## config.mk

```make
export PLATFORM = sky130hd
export DESIGN_NAME = dmem_port_arbiter
export DESIGN_NICKNAME = d
export VERILOG_FILES = /design/src/rtl/dmem_port_arbiter_pkg.sv /design/src/rtl/dmem_port_arbiter.sv
export SDC_FILE = /design/constraint.sdc
export NUM_CORES = 1
export LEC_CHECK = 0
export BUFFER_PORTS_ARGS = -buffer_cell sky130_fd_sc_hd__buf_4
export CORE_AREA = 2 2 95 97
export DETAILED_ROUTE_END_ITERATION = 10
export DIE_AREA = 0 0 97 99
export PLACE_DENSITY = 0.57
export RECOVER_POWER = 50
export SLEW_MARGIN = 15
export SYNTH_ARGS = -nofsm -noshare
export SYNTH_HDL_FRONTEND = slang
export SYNTH_SLANG_ARGS = --single-unit
```

## constraint.sdc

```tcl
create_clock -name clk -period 2.42 [get_ports clk]
set_clock_uncertainty 0.1 [all_clocks]
set_input_delay 0.121 -clock clk [delete_from_list [all_inputs] [get_ports clk]]
set_output_delay 0.121 -clock clk [all_outputs]
set_load 0.005 [all_outputs]
```

## src/rtl/dmem_port_arbiter_pkg.sv

```systemverilog
// dmem_port_arbiter_pkg: shared types for the data-memory port arbiter
package dmem_port_arbiter_pkg;
  typedef enum logic {OWN_C, OWN_B} owner_t;
  typedef enum logic {RR, LOCKED} arb_state_t;
endpackage

```

## src/rtl/dmem_port_arbiter.sv

```systemverilog
// dmem_port_arbiter: shares one data-memory port between core (C) and bootloader (B)
module dmem_port_arbiter
  import dmem_port_arbiter_pkg::*;
#(
  parameter int ADDR_WIDTH = 10,
  parameter int DATA_WIDTH = 32,
  parameter int MAX_HOLD   = 16
) (
  input  logic                    clk,
  input  logic                    rst,
  input  logic                    c_req,
  input  logic                    c_we,
  input  logic [DATA_WIDTH/8-1:0] c_be,
  input  logic [ADDR_WIDTH-1:0]   c_addr,
  input  logic [DATA_WIDTH-1:0]   c_wdata,
  output logic                    c_gnt,
  output logic                    c_rvalid,
  output logic [DATA_WIDTH-1:0]   c_rdata,
  input  logic                    b_req,
  input  logic                    b_we,
  input  logic [DATA_WIDTH/8-1:0] b_be,
  input  logic [ADDR_WIDTH-1:0]   b_addr,
  input  logic [DATA_WIDTH-1:0]   b_wdata,
  output logic                    b_gnt,
  output logic                    b_rvalid,
  output logic [DATA_WIDTH-1:0]   b_rdata,
  input  logic                    b_lock,
  output logic                    mem_en,
  output logic                    mem_we,
  output logic [DATA_WIDTH/8-1:0] mem_be,
  output logic [ADDR_WIDTH-1:0]   mem_addr,
  output logic [DATA_WIDTH-1:0]   mem_din,
  input  logic [DATA_WIDTH-1:0]   mem_dout
);
  localparam int HW = $clog2(MAX_HOLD + 1);
  localparam logic [HW-1:0] HMAX = HW'(MAX_HOLD);
  localparam logic [HW-1:0] HONE = HW'(1);
  arb_state_t state, state_nx;
  owner_t last_gnt, rd_own;
  logic [HW-1:0] hold_cnt, hold_nx;
  logic rd_pend, force_c;
  // grant selection, memory mux, read-data steering and next-state
  always_comb begin
    force_c  = state == LOCKED && c_req && hold_cnt == HMAX;
    b_gnt    = state == LOCKED ? b_req && !force_c : b_req && !(c_req && last_gnt == OWN_B);
    c_gnt    = c_req && !b_gnt;
    mem_en   = c_gnt || b_gnt;
    mem_we   = c_gnt ? c_we : b_gnt && b_we;
    mem_be   = c_gnt ? c_be : b_gnt ? b_be : '0;
    mem_addr = c_gnt ? c_addr : b_gnt ? b_addr : '0;
    mem_din  = c_gnt ? c_wdata : b_gnt ? b_wdata : '0;
    c_rvalid = rd_pend && rd_own == OWN_C;
    b_rvalid = rd_pend && rd_own == OWN_B;
    c_rdata  = c_rvalid ? mem_dout : '0;
    b_rdata  = b_rvalid ? mem_dout : '0;
    state_nx = state == LOCKED ? (b_lock ? LOCKED : RR) : (b_gnt && b_lock ? LOCKED : RR);
    hold_nx  = state == RR ? (b_gnt && b_lock && c_req ? HONE : '0)
             : !b_lock || force_c ? '0
             : b_gnt && c_req && hold_cnt != HMAX ? hold_cnt + HONE : hold_cnt;
  end
  // arbitration state, starvation counter and one-cycle read tracker
  always_ff @(posedge clk or posedge rst)
    if (rst) begin
      state    <= RR;
      last_gnt <= OWN_B;
      hold_cnt <= '0;
      rd_pend  <= 1'b0;
      rd_own   <= OWN_C;
    end else begin
      state    <= state_nx;
      hold_cnt <= hold_nx;
      if (mem_en) last_gnt <= b_gnt ? OWN_B : OWN_C;
      rd_pend  <= mem_en && !mem_we;
      rd_own   <= b_gnt ? OWN_B : OWN_C;
    end
endmodule

```

Yosys cells after proc, flatten, opt, wreduce, memory -nomap -nowiden
Index checks and enable logic that the tools add are counted.

operators by class
  multiplexer cells = 18
  eq/ne operators = 3
  bitwise operators = 1
  reduce and logical (&&, ||, !) cells = 21
  add/sub/neg operators = 1

operator list
  kind                                                              number
  32-bit two-way mux                                                4
  10-bit two-way mux                                                2
  5-bit two-way mux                                                 3
  1-bit logical AND                                                 14
  4-bit two-way mux                                                 2
  1-bit two-way mux                                                 7
  5-bit by 1-bit adder with 5-bit output (second input constant)    1
  5-bit == test (second input constant)                             1
  1-bit logical NOT                                                 5
  5-bit != test (second input constant)                             1
  3-bit by 1-bit != test with 1-bit output (second input constant)  1
  1-bit logical OR                                                  2
  1-bit inverter                                                    1

storage, ports and cells
  bits of input ports = 131
  bits in registers = 9
  output and inout port bits = 116
  logic and storage cells = 49

Depth between registers and ports, before layout
  word-level depth = 10
  mapped depth = 8
  depth with buffers taken out = 6

Worst setup path before layout
Ideal clock, no wire load.

  kind = reg2out
  start = register hold_cnt[0]
  end = output mem_din[23]
  data required time = 2199 ps
  arrival = 1586 ps
  path slack = 613 ps
  path buffers = 1
  stages on the path, launching flop included = 8
  cell sequence = dfrtp_1 -> inv_1 -> ha_1 -> and4bb_4 -> a21o_1 -> o21a_4 -> buf_6 -> a22o_1

between the ends
  cells in the longest elaborated chain, start to end = 8
  elaborated cells between the ends (all ways) = 9
  those cells by class = eq/ne (1); mux (3); reduce/logical (5)

ends and longest elaborated chain
  what                    RTL line                 text
  start, declared         dmem_port_arbiter.sv:40  logic [HW-1:0] hold_cnt, hold_nx;
  start signal, assigned  dmem_port_arbiter.sv:71  hold_cnt <= hold_nx;
  5-bit == test           dmem_port_arbiter.sv:44  force_c = state == LOCKED && c_req && hold_cnt == HMAX;
  1-bit logical AND       dmem_port_arbiter.sv:44
  1-bit logical NOT       dmem_port_arbiter.sv:45  b_gnt = state == LOCKED ? b_req && !force_c : b_req && !(c_req && last_gnt == OWN_B);
  1-bit logical AND       dmem_port_arbiter.sv:45
  1-bit two-way mux       dmem_port_arbiter.sv:45
  1-bit logical NOT       dmem_port_arbiter.sv:46  c_gnt = c_req && !b_gnt;
  1-bit logical AND       dmem_port_arbiter.sv:46
  via c_gnt               dmem_port_arbiter.sv:16  output logic c_gnt,
  32-bit two-way mux      dmem_port_arbiter.sv:51  mem_din = c_gnt ? c_wdata : b_gnt ? b_wdata : '0;
  end, declared           dmem_port_arbiter.sv:32  output logic [DATA_WIDTH-1:0] mem_din,

The timed path passes the listed nets, and every way through them passes these cells.

Final worst setup path
  start = register hold_cnt[0]
  end = output mem_din[21]

between the ends
  cells in the longest elaborated chain, start to end = 8
  elaborated cells between the ends (all ways) = 9
  those cells by class = eq/ne (1); mux (3); reduce/logical (5)

ends and longest elaborated chain
  what                  RTL line
  5-bit == test *       dmem_port_arbiter.sv:44
  1-bit logical AND *   dmem_port_arbiter.sv:44
  1-bit logical NOT *   dmem_port_arbiter.sv:45
  1-bit logical AND *   dmem_port_arbiter.sv:45
  1-bit two-way mux *   dmem_port_arbiter.sv:45
  1-bit logical NOT     dmem_port_arbiter.sv:46
  1-bit logical AND     dmem_port_arbiter.sv:46
  32-bit two-way mux *  dmem_port_arbiter.sv:51

Mark *: on every way between the ends. The rest lies on a longest branch, timed or not.

==> metrics.csv <==
stage;metric;value;unit
drt;vias;2372;
worst_setup_path;crit-path leading delay family;compound AO/OA/AOI/OAI gates;
placement;Port-buffer cells;246;
global_routing;Total GRT Usage;0.149;
pwr;VDD IR max;0.126;mV
final_layout;share of cells above drive strength 1;0.607;
yosys;share of synthesized registers carrying an async set or reset;1.00;
final_layout;P&R area growth vs syn;138;%
drt;post-route ant nets;0;
clock_tree;CTS tree;yes;
clock_tree;clock-pin slew on the worst setup and hold paths;50;ps
yosys;sequential area share after synthesis;0.155;
clock_tree;latest clock arrival within the worst-skew pair;240;ps
yosys;syn avg cell area;7.83;µm²
timing;minimum clock period;2350;ps
drt;router iterations before antenna repair;4;
global_routing;largest net degree at the start of global routing;51;
drt;drt drc;0;
pwr;PD cells;286;nW/µm²
clock_tree;TritonCTS Sinks;9;
placement;gpl congestion;0.805;
worst_setup_path;Worst EP required;2200;ps
final_layout;diode count;0;
yosys;area of the mapped netlist;1460;µm²
final_layout;cell area after layout;3480;µm²
timing;Worst Tran Pin Value;1040;ps
global_routing;total gr overflow;0;
worst_setup_path;Crit-path slowest cell;dfrtp_1;
global_routing;first-pass GRT wire length;11.7;mm
worst_setup_path;CP arrival;2130;ps
die;DIE AREA;9600;µm²
timing;setup violators final;0;
job;Max Cap Violations;0;
timing;Slew Viols, Final;0;
yosys;syn nets;320;
drt;average wire per standard cell;14.6;µm
die;# IOs;247;
final_layout;Final Non-Filler Cells;535;
yosys;Post-synth top flop;dfrtp_1;
final_layout;commonest non-fill, non-tap cell in the layout;buf_4;
worst_setup_path;critical path type;reg2out;
die;Die Width;97;µm
final_layout;nets@finish;561;
worst_setup_path;worst-path cell chain;inv_2 > ha_1 > and4bb_4 > a21o_1 > o21a_4 > clkbuf_16 > a22o_1 > buf_4;
die;Core ar.;8550;µm²
worst_hold_path;worst hold path type;in2reg;
timing;FMAX;426;MHz
yosys;EDFF count, synth;0;
clock_tree;CTS root buf;clkbuf_8;
die;Core Rows;34;
timing;Final Hold Fails;0;
final_layout;fillers;891;
placement;placed insts;529;
clock_tree;Num CTS Buffers;3;
placement;post-DP HPWL;6.44;mm
drt;Vias/cell;4.43;
global_routing;initial antenna violation count;0;
clock_tree;CTS HTree Levels;1;
worst_setup_path;CP Buf/Inv Count;3;
run_status;outcome;complete, no violations;
pwr;leakage;1.97;nW
clock_tree;Post-CTS Setup Bufs;0;
yosys;Synth Warn #;0;
placement;Area after DPL;3390;µm²
yosys;synthesized instance count;187;
worst_setup_path;CP max stage delay;400;ps
final_layout;commonest cells after routing, fill and taps aside;202 x buf_4, 47 x a22o_1, 43 x clkbuf_4;
clock_tree;clock buffer depth;2;
yosys;number of synthesized register bits;9;
die;Starting Density;0.171;
worst_setup_path;Crit Path Max Fanout;25;
die;die extent in y;99;µm
drt;routed wire length;7.83;mm
timing;Hold Slack;37.7;ps
drt;first-iteration detailed-routing DRC count;40;
worst_setup_path;CP endpoint kind;output port;
worst_setup_path;crit start category;flop;
yosys;post-synth cell types;26;
timing;Worst slew margin;0.308;
timing;period utilization;0.970;
global_routing;vias in the first global route;2280;
timing repair:
action	4_1_cts	5_1_grt
setup endpoints to repair	0	18
resized for setup	0	5
hold buffers	1	0
endpoints found under the hold margin	8	0
metrics by stage:
step	setup TNS (ps)	setup WS, ps	power, mW	utilization
finish	0	72.6	0.995	0.407
detailed placement	0	302	0.820	0.397
floorplan	0	613	0.407	-
global route	-5.53	-2.13	1.07	0.407
CTS	0	44.6	1.01	0.403
global placement	0	323	0.817	0.397
routing by layer:
layer	up-vias	routed length [µm]	GRT usage
li1	1167	-	-
met1	1042	2700	0.158
met2	155	4290	0.292
met3	8	729	0.0383
met4	0	112	0.0401
met5	-	0	0
Yosys cell counts, types with 3 or more instances:
| master | count | area share |
|---|---|---|
| nor2_1 | 4 | 0.010 |
| dfrtp_1 | 8 | 0.14 |
| nand2_1 | 6 | 0.015 |
| buf_6 | 7 | 0.054 |
| and2_1 | 33 | 0.14 |
| nand3_1 | 4 | 0.014 |
| nor3_1 | 3 | 0.010 |
| a21oi_1 | 3 | 0.010 |
| a22o_1 | 48 | 0.29 |
| buf_2 | 3 | 0.010 |
| clkbuf_1 | 9 | 0.023 |
| inv_1 | 8 | 0.021 |
| nor2b_1 | 3 | 0.013 |
| and3_1 | 32 | 0.14 |
worst register-to-register path: cells and delay by family, from the launching register on:
| family | cells | cell delay, ps |
|---|---|---|
| compound gates | 3 | 720 |
| fa+ha+maj | 1 | 190 |
| buf+inv | 2 | 260 |
| flops | 1 | 400 |
| simple gates | 1 | 210 |
cells by family (layout without fill, tap and decap cells):
kind of cell             count (synthesis)  count (layout)  share of synthesized area
AND/OR/NAND/NOR                         89              89                      0.367
AO/OA/AOI/OAI                           57              57                      0.334
buffers and inverters                   27             267                      0.108
flip-flops                               9               9                      0.155
adder cells (fa/ha/maj)                  2               2                     0.0171
XOR/XNOR                                 2               2                     0.0120
multiplexers                             1               1                    0.00769
final timing paths:
| kind | start | end | slack (ps) | cells after the start |
|---|---|---|---|---|
| worst min register to register | last_gnt | last_gnt | 440 | 2 |
| max in group asynchronous | rst | last_gnt | 1590 | 3 |
| worst max-delay path | hold_cnt[0] | mem_din[21] | 70 | 8 |
| worst min-delay path | b_lock | hold_cnt[0] | 40 | 2 |
| worst max register to register | hold_cnt[0] | rd_pend | 440 | 7 |
| min in group asynchronous | rst | hold_cnt[1] | 330 | 3 |
cell type report:
| cell class | count | area [µm²] | share of cell area |
|---|---|---|---|
| Timing Repair Buffer | 255 | 1940 | 0.559 |
| Inverter | 8 | 30.0 | 0.00864 |
| Clock inverter | 1 | 5.00 | 0.00144 |
| Multi-Input combinational cell | 151 | 1100 | 0.315 |
| Tap cell | 108 | 135 | 0.0389 |
| Sequential cell | 9 | 226 | 0.0651 |
| Clock buffer | 3 | 41.3 | 0.0119 |
state kept, by name, summed over array words and instances, names as in the netlist:
signal,flops
hold_cnt,5
last_gnt,1
rd_own,1
state,1
rd_pend,1
power by group:
part	switching, mW	internal (mW)
clock	0.0678	0.113
sequential	0.00703	0.159
combinational	0.244	0.404
Power figures use the tool's default switching activity.
